File: src/rtl/int_pkg.sv
// Shared definitions for the integer issue stage: widths, opcodes and buffer entry layout.
package int_pkg;

  localparam int unsigned XLEN     = 64;
  localparam int unsigned REG_W    = 5;
  localparam int unsigned NUM_REGS = 32;

  localparam logic [6:0] OPC_OP     = 7'b0110011;
  localparam logic [6:0] OPC_OP_IMM = 7'b0010011;

  // Non-operand part of an issue buffer entry.
  typedef struct packed {
    logic [31:0]      instr;
    logic [REG_W-1:0] rd;
  } iq_meta_t;

  function automatic logic is_legal_opc(input logic [6:0] opc);
    return (opc == OPC_OP) || (opc == OPC_OP_IMM);
  endfunction

endpackage

File: src/rtl/int_scoreboard.sv
// 32-entry pending-write scoreboard; a same-cycle set beats a clear of the same register.
module int_scoreboard
  import int_pkg::*;
(
  input  logic             clock,
  input  logic             reset,
  input  logic             set_en,
  input  logic [REG_W-1:0] set_rd,
  input  logic             clr_en,
  input  logic [REG_W-1:0] clr_rd,
  input  logic [REG_W-1:0] query_a,
  input  logic [REG_W-1:0] query_b,
  output logic             busy_a_c,
  output logic             busy_b_c
);

  logic [NUM_REGS-1:0] pending_q;
  logic [NUM_REGS-1:0] pending_d;

  always_comb begin
    pending_d = pending_q;
    if (clr_en && (clr_rd != '0)) pending_d[clr_rd] = 1'b0;
    if (set_en && (set_rd != '0)) pending_d[set_rd] = 1'b1;
  end

  always_ff @(posedge clock or negedge reset) begin
    if (!reset) pending_q <= '0;
    else        pending_q <= pending_d;
  end

  // x0 is never tracked, so it can never report busy.
  assign busy_a_c = pending_q[query_a] && (query_a != '0);
  assign busy_b_c = pending_q[query_b] && (query_b != '0);

endmodule

File: src/rtl/int_issue.sv
// Integer issue stage: RAW hazard blocking plus an in-order operand buffer feeding int_alu.
// Optional same-cycle writeback forwarding under macro INT_ISSUE_FORWARD_EN.
module int_issue #(
  parameter int unsigned XLEN  = int_pkg::XLEN,
  parameter int unsigned DEPTH = 2
) (
  input  logic                      clock,
  input  logic                      reset,
  input  logic                      in_valid,
  output logic                      in_ready,
  input  logic [31:0]               in_instruction,
  input  logic [XLEN-1:0]           rs1_data,
  input  logic [XLEN-1:0]           rs2_data,
  output logic                      out_valid,
  input  logic                      out_ready,
  output logic [31:0]               instruction,
  output logic [2:0]                inst_type,
  output logic [XLEN-1:0]           data_a,
  output logic [XLEN-1:0]           data_b,
  output logic [int_pkg::REG_W-1:0] out_rd,
  input  logic                      wb_valid,
  input  logic [int_pkg::REG_W-1:0] wb_rd,
  input  logic [XLEN-1:0]           wb_data,
  output logic                      illegal_inst
);

  import int_pkg::*;

  localparam int unsigned PTR_W = (DEPTH > 1) ? $clog2(DEPTH) : 1;
  localparam int unsigned CNT_W = $clog2(DEPTH + 1);

  logic [6:0]       opcode;
  logic [REG_W-1:0] src_a;
  logic [REG_W-1:0] src_b;
  logic [REG_W-1:0] dst;
  logic             is_op;
  logic             legal;
  logic             busy_a;
  logic             busy_b;
  logic             stall_a;
  logic             stall_b;
  logic [XLEN-1:0]  op_a;
  logic [XLEN-1:0]  op_b;
  logic             push;
  logic             drop;
  logic             pop;

  iq_meta_t         meta_q [DEPTH];
  iq_meta_t         meta_d [DEPTH];
  logic [XLEN-1:0]  opa_q  [DEPTH];
  logic [XLEN-1:0]  opa_d  [DEPTH];
  logic [XLEN-1:0]  opb_q  [DEPTH];
  logic [XLEN-1:0]  opb_d  [DEPTH];
  logic [PTR_W-1:0] head_q, head_d;
  logic [PTR_W-1:0] tail_q, tail_d;
  logic [CNT_W-1:0] count_q, count_d;
  logic             illegal_q, illegal_d;

  assign opcode = in_instruction[6:0];
  assign dst    = in_instruction[11:7];
  assign src_a  = in_instruction[19:15];
  assign src_b  = in_instruction[24:20];
  assign is_op  = (opcode == OPC_OP);
  assign legal  = is_legal_opc(opcode);

  int_scoreboard u_scoreboard (
    .clock    (clock),
    .reset    (reset),
    .set_en   (push),
    .set_rd   (dst),
    .clr_en   (wb_valid),
    .clr_rd   (wb_rd),
    .query_a  (src_a),
    .query_b  (src_b),
    .busy_a_c (busy_a),
    .busy_b_c (busy_b)
  );

`ifdef INT_ISSUE_FORWARD_EN
  // A writeback landing on a busy source releases it and supplies the operand.
  always_comb begin
    stall_a = busy_a;
    stall_b = busy_b;
    op_a    = rs1_data;
    op_b    = rs2_data;
    if (busy_a && wb_valid && (wb_rd == src_a)) begin
      stall_a = 1'b0;
      op_a    = wb_data;
    end
    if (busy_b && wb_valid && (wb_rd == src_b)) begin
      stall_b = 1'b0;
      if (is_op) op_b = wb_data;
    end
  end
`else
  logic unused_wb_data;

  always_comb begin
    stall_a = busy_a;
    stall_b = busy_b;
    op_a    = rs1_data;
    op_b    = rs2_data;
  end

  assign unused_wb_data = ^wb_data;
`endif

  // OP-IMM ignores its rs2 field, and unsupported opcodes read nothing.
  assign in_ready = (count_q < CNT_W'(DEPTH)) && !(legal && (stall_a || (is_op && stall_b)));
  assign push     = in_valid && in_ready && legal;
  assign drop     = in_valid && in_ready && !legal;
  assign pop      = out_valid && out_ready;

  always_comb begin
    meta_d    = meta_q;
    opa_d     = opa_q;
    opb_d     = opb_q;
    head_d    = head_q;
    tail_d    = tail_q;
    count_d   = count_q;
    illegal_d = drop;
    if (push) begin
      meta_d[tail_q] = '{instr: in_instruction, rd: dst};
      opa_d[tail_q]  = op_a;
      opb_d[tail_q]  = op_b;
      tail_d         = tail_q + PTR_W'(1);
    end
    if (pop) head_d = head_q + PTR_W'(1);
    case ({push, pop})
      2'b10:   count_d = count_q + CNT_W'(1);
      2'b01:   count_d = count_q - CNT_W'(1);
      default: count_d = count_q;
    endcase
  end

  always_ff @(posedge clock or negedge reset) begin
    if (!reset) begin
      for (int i = 0; i < int'(DEPTH); i++) begin
        meta_q[i] <= '0;
        opa_q[i]  <= '0;
        opb_q[i]  <= '0;
      end
      head_q    <= '0;
      tail_q    <= '0;
      count_q   <= '0;
      illegal_q <= 1'b0;
    end else begin
      meta_q    <= meta_d;
      opa_q     <= opa_d;
      opb_q     <= opb_d;
      head_q    <= head_d;
      tail_q    <= tail_d;
      count_q   <= count_d;
      illegal_q <= illegal_d;
    end
  end

  assign out_valid    = (count_q != '0);
  assign instruction  = meta_q[head_q].instr;
  assign inst_type    = meta_q[head_q].instr[14:12];
  assign out_rd       = meta_q[head_q].rd;
  assign data_a       = opa_q[head_q];
  assign data_b       = opb_q[head_q];
  assign illegal_inst = illegal_q;

endmodule

File: config.mk
export PLATFORM = sky130hd
export DESIGN_NAME = int_issue
export DESIGN_NICKNAME = d
export VERILOG_FILES = /design/src/rtl/int_pkg.sv /design/src/rtl/int_scoreboard.sv /design/src/rtl/int_issue.sv
export SDC_FILE = /design/constraint.sdc
export NUM_CORES = 1
export LEC_CHECK = 0
export CAP_MARGIN = 20
export CORE_ASPECT_RATIO = 1.75
export CORE_MARGIN = 2
export CORE_UTILIZATION = 40
export DETAILED_ROUTE_END_ITERATION = 7
export GPL_TIMING_DRIVEN = 0
export MAX_ROUTING_LAYER = met4
export PLACE_DENSITY = 0.73
export SYNTH_ARGS = -nofsm -noshare
export SYNTH_HDL_FRONTEND = slang
export SYNTH_SLANG_ARGS = --single-unit
File: constraint.sdc
create_clock -name clock -period 3.6 [get_ports clock]
set_clock_uncertainty 0.1 [all_clocks]
set_input_delay 0.54 -clock clock [delete_from_list [all_inputs] [get_ports clock]]
set_output_delay 0.54 -clock clock [all_outputs]
set_load 0.02 [all_outputs]
**Word level (Yosys, flattened, before mapping)**

Cells that the tools add are included.

- Add/subtract/negate cells: 4
- Order comparisons: 10
- Eq/ne operators: 4
- Mux-type cells: 27
- Bitwise gates (word level): 5
- Reductions and logical operators: 24

Operators with widths:

| kind | number |
|---|---|
| 64-bit two-way mux | 7 |
| 128-bit bitwise mux | 2 |
| 37-bit two-way mux | 4 |
| 74-bit bitwise mux | 1 |
| 64-bit demux with 1-bit select | 1 |
| 32-bit two-way mux | 2 |
| 37-bit demux with 1-bit select | 1 |
| 32-bit AND | 1 |
| 32-bit inverter | 1 |
| 32-bit bitwise OR | 1 |
| 5-bit by 6-bit < comparator with 1-bit output, second input constant | 4 |
| 5-bit nonzero test | 4 |
| 1-bit logical AND | 14 |
| 1-bit binary-select mux with 5-bit select | 2 |
| 1-bit demux with 5-bit select | 2 |
| 5-bit by 1-bit greater-or-equal comparator with 1-bit output, second input constant | 2 |
| 7-bit by 5-bit equality test with 1-bit output, second input constant | 1 |
| 7-bit by 6-bit equality test with 1-bit output, second input constant | 1 |
| 2-bit greater-or-equal comparator, second input constant | 2 |
| 1-bit two-way mux | 4 |
| 1-bit inverter with 2-bit output | 2 |
| 2-bit one-hot mux with 2 select lines | 1 |
| 2-bit nonzero test | 2 |
| 1-bit adder, second input constant | 2 |
| other kinds (8) | 10 |

- Bits in registers: 367
- Output and inout bits: 171
- Logic and storage cells: 87

**Depth between registers and ports, before layout**

- Depth after elaboration: 12
- Gate-level depth with buffers: 11

**By module**

A second synthesis with hierarchy kept.

- Cells, all modules: 1093
- Area total of the unflattened synthesis: 15959.1 µm²

Modules (own cells, without submodules):

| module | instances | cells an instance | area an instance (µm²) | sequential area each (µm²) |
|---|---|---|---|---|
| int_issue | 1 | 887 | 14012.2 | 8132.8 |
| int_scoreboard | 1 | 206 | 1946.9 | 775.7 |

**Worst setup path after synthesis**

OpenSTA, ideal clock, no wires.

- Kind: input -> register
- Start point: input port in_instruction[20]
- End point: register opa_q[100] (netlist bit)
- Setup time: 0.125 ns
- Arrival: 2.872 ns
- Required time: 3.375 ns
- Slack: 0.503 ns
- Cell stages on the path: 9
- Path buffers: 4
- Cell sequence: clkbuf_1 > mux4_2 > a22o_1 > a221oi_2 > and4b_1 > buf_2 > buf_6 > buf_6 > mux2_4

- Cells in the longest elaborated chain, start to end: 10

RTL lines:

| what | RTL line | RTL |
|---|---|---|
| start, declared | int_issue.sv:11 | `input logic [31:0] in_instruction,` |
| 1-bit binary-select mux with 5-bit select | int_scoreboard.sv:33 | `assign busy_b_c = pending_q[query_b] && (query_b != '0);` |
| 1-bit two-way mux (implied by the code) | int_scoreboard.sv:33 |  |
| 1-bit logical AND * | int_scoreboard.sv:33 |  |
| 1-bit logical AND * | int_issue.sv:109 | `assign in_ready = (count_q < CNT_W'(DEPTH)) && !(legal && (stall_a \|\| (is_op && stall_b)));` |
| 1-bit logical OR * | int_issue.sv:109 |  |
| 1-bit logical AND * | int_issue.sv:109 |  |
| 1-bit logical NOT * | int_issue.sv:109 |  |
| 1-bit logical AND * | int_issue.sv:109 |  |
| 1-bit logical AND * (2 in a row) | int_issue.sv:110 | `assign push = in_valid && in_ready && legal;` |
| end signal, assigned | int_issue.sv:149 | `opa_q <= opa_d;` |
| end, declared | int_issue.sv:50 | `logic [XLEN-1:0] opa_q [DEPTH];` |

Every way passes the cells marked *; elsewhere a longest branch is shown, timed or not. The select of a mux whose other input is x is not followed.
A chain may end at the register's enable or synchronous reset.

**Final worst setup path**

- Start point: register head_q
- End point: output port out_rd[3] (netlist bit)

- Cells in the longest elaborated chain, start to end: 4

RTL lines:

| what | RTL line | RTL |
|---|---|---|
| start, declared | int_issue.sv:54 | `logic [PTR_W-1:0] head_q, head_d;` |
| start signal, assigned | int_issue.sv:143 | `head_q <= '0;` |
| start signal, assigned | int_issue.sv:151 | `head_q <= head_d;` |
| 1-bit inverter with 2-bit output (implied by the code) | int_issue.sv:161 | `assign out_rd = meta_q[head_q].rd;` |
| 37-bit two-way mux (implied by the code) (3 in a row) | int_issue.sv:161 |  |
| end, declared | int_issue.sv:20 | `output logic [int_pkg::REG_W-1:0] out_rd,` |

No other way between the ends. The select of a mux whose other input is x is not followed.

==> flow_summary_export.csv <==
group,metric,value,unit
run_status,status,"finished clean",
placement,io_buffers,333,
worst_hold_path,min_path_type,"register to register",
clocking,clk_pin_slew,0.07,ns
placement,routabilityCongestion,0.919,
floorplanning,pin_count,405,
worst_setup_path,crit_path_max_fanout,10,
timing,final_hold_viol_count,0,
route,drt_pass1_iterations,4,
floorplanning,initial_core_util,40.3,%
synth,synth_top_area_share,54.5,%
floorplanning,die_x,157,um
synth,synth_edf_count,0,
timing,slew_violations,0,
worst_setup_path,cpPeakStageDelay,0.61,ns
cells_and_area,fin_util,53.6,%
worst_setup_path,crit_buf_inv,3,
clocking,cts_sinks,356,
worst_setup_path,cp.depth,4,
clocking,worstSkewPairLatency,0.52,ns
placement,dp_hpwl,32300,um
synth,avgSynthCellArea,14.8,um^2
synth,synth_ff_type,"dfrtp_1",
power_and_ir_drop,p_per_area,502,nW/um^2
timing,period_needed,3.48,ns
route,drt_iter0_drc,406,
cells_and_area,drive_gt1_share,36.8,%
timing,slew_headroom,52.0,%
synth,synthTopCellsByArea,"dfrtp_1 (54%), mux2_2 (22%), mux2_4 (8.5%)",
floorplanning,rows,98,
synth,ys_seq_elements,356,
global_routing,grt_use_total,21.3,%
worst_setup_path,crit_start,"head_q",
floorplanning,die_area,42600,um^2
worst_setup_path,timing.rr.end,"count_q[1]",
timing,tightest_slew,0.719,ns
route,wire_per_inst,21.4,um
route,vias,10500,
route,drt-total-wl,44100,um
global_routing,antenna_found_initial,7,
cells_and_area,nets,1714,
worst_setup_path,crit_slowest_cell,"dfrtp_1",
synth,ys_types,46,
worst_setup_path,cp-end-kind,"output pin",
synth,synthesis.nets,1340,
worst_setup_path,cp_data_arrival_time,2.84,ns
floorplanning,dieHeight,271,um
cells_and_area,fin_area,21800,um^2
route,drc,0,
global_routing,grt_start_max_net_pins,118,
synth,synthMostInstantiatedCell,"dfrtp_1",
clocking,cts_buffers,36,
synth,synth_cells,1105,
power_and_ir_drop,total_power,10.9,mW
global_routing,grt_pass1_wl,67900,um
worst_setup_path,crit_chain,"buf_1, mux2_2, buf_4, clkdlybuf4s50_1",
synth,synth_area_leader_cell,"dfrtp_1",
worst_setup_path,path_delay_family,"buffers and inverters",
clocking,htree_levels,2,
global_routing,grt_pass1_vias,11700,
route,antenna_left,0,
clocking,cts_buffer_depth,3,
worst_setup_path,critPathRequiredTime,2.96,ns
global_routing,grt.overflow.total,0,
cells_and_area,syn2layout_area_growth,33.0,%
synth,synthTopCellsByCount,"dfrtp_1 (356), mux2_2 (319), mux2_4 (93), o21ai_0 (62), mux2_1 (59)",
worst_setup_path,cp-endpoint,"out_rd[3]",
timing,max_freq,287,MHz
worst_setup_path,r2r_cells,8,
worst_setup_path,startpoint_type,"register",
power_and_ir_drop,power.leakage,10.3,nW
power_and_ir_drop,peakVddDrop,0.442,mV
synth,yosys_warnings,0,
worst_setup_path,worstSetupPathType,"register to output pin",
synth,mappedNetlistArea,16400,um^2
worst_setup_path,r2r_setup_slack,0.40,ns
clocking,cts_tree,"yes",
synth,yosysSeqAreaShare,54.5,%
floorplanning,coreArea,40600,um^2
timing,setup_viol,0,
timing,rsz0062_at_grt,"false",
clocking,clockRootBuffer,"clkbuf_16",
flow_run,drv_cap,0,
placement,placed_area,20500,um^2
synth,postSynth.asyncResetShare,100,%
route,vias_per_cell,5.08,
timing,post-route-period-util,96.6,%
worst_setup_path,r2r_start,"u_scoreboard.pending_q[27]",
final cells by class:
type | count | area [um^2]
Fill cell | 3417 | 18800
Sequential cell | 356 | 8910
Multi-Input combinational cell | 671 | 7020
Timing Repair Buffer | 337 | 3430
Clock buffer | 54 | 1070
Tap cell | 550 | 688
Buffer | 76 | 464
Clock inverter | 9 | 151
Antenna cell | 7 | 17.5
Inverter | 1 | 3.75
through the flow:
step | hold WS (ns) | TNS, ns | instances | setup WS (ns)
after floorplan | 0.144 | 0 | 1105 | 0.503
after global placement | 0.343 | -4814.34 | 1988 | -13.31
after detailed placement | 0.347 | -112.21 | 1991 | -0.543
after CTS | 0.365 | 0 | 2054 | 0.0206
after global routing | 0.379 | 0 | 2061 | 0.00651
final | 0.363 | 0 | 2061 | 0.122
placed cells by master, fill, tap and decap left out, types with 2 or more instances in the layout:
master	instances
and2_1	6
and3_1	2
and3b_1	2
buf_1	4
buf_16	3
buf_2	23
buf_4	12
buf_6	11
bufinv_16	4
clkbuf_1	21
clkbuf_16	37
clkbuf_2	13
clkbuf_4	2
clkbuf_8	8
clkdlybuf4s50_1	331
clkinv_2	3
dfrtp_1	356
diode_2	7
mux2_1	59
mux2_2	319
mux2_4	93
mux2i_1	4
mux4_2	11
nand2_1	38
nand2b_1	6
nand3_1	7
nand3b_1	7
nand4_1	2
nor2_1	9
nor2b_1	8
nor3_1	2
nor3b_1	6
o21ai_0	62
or2_2	4
or3b_2	2
xnor2_1	3
xor2_1	2
power breakdown:
part	leakage, nW	internal, mW	switching [mW]
Combinational	4.75	1.32	1.22
Clock	0.597	2.34	1.59
Sequential	4.91	4.28	0.174
per-layer routing:
layer / GRT usage (%) / vias to the layer above / wire [um]
li1: - / 4716 / -
met3: 3.30 / 99 / 2020
met4: 10.3 / 0 / 1940
met1: 21.4 / 5361 / 15400
met5: - / - / 0
met2: 39.6 / 302 / 24800
kinds of logic (layout without fill, tap and decap cells):
| family | after synthesis | in the layout | share of synthesized area [%] |
|---|---|---|---|
| mux | 487 | 487 | 36.5 |
| xor+xnor | 5 | 5 | 0.268 |
| other cells | 0 | 7 | 0 |
| buf+inv | 78 | 477 | 2.71 |
| flops | 356 | 356 | 54.5 |
| compound gates | 71 | 71 | 2.36 |
| fa+ha+maj | 1 | 1 | 0.0765 |
| simple gates | 107 | 107 | 3.62 |
timing repair:
| item | in CTS | in global routing |
|---|---|---|
| buffers inserted | 0 | 0 |
| resized for setup | 20 | 7 |
| endpoints found under the setup margin | 147 | 100 |
| pin swaps | 0 | 0 |
| hold endpoints to repair | 56 | 0 |
| cloned | 0 | 0 |
| hold buffers | 1 | 0 |
worst register-to-register path, delay by kind of cell (launching register included):
kind	cells	cell delay [ns]
flip-flops	1	0.42
XOR/XNOR	1	0.17
adder cells (fa/ha/maj)	1	0.33
AND/OR/NAND/NOR	2	0.56
buffers and inverters	1	0.31
AO/OA/AOI/OAI	2	0.74
multiplexers	1	0.50
state kept, by name, indices dropped and copies added (netlist names):
signal	flops
count_q	2
head_q	1
illegal_inst	1
meta_q	64
opa_q	128
opb_q	128
tail_q	1
u_scoreboard.pending_q	31
worst min-delay path by stage:
stage	startpoint	endpoint	slack (ns)	depth (start not counted)
after floorplan	reset	count_q[0]	0.14	0
after global routing	meta_q[43]	meta_q[43]	0.38	1
after global placement	meta_q[5]	meta_q[5]	0.34	1
final	meta_q[5]	meta_q[5]	0.36	1
after CTS	meta_q[5]	meta_q[5]	0.37	1
after detailed placement	meta_q[5]	meta_q[5]	0.35	1
Note: power is estimated with default switching activity, not from simulation.
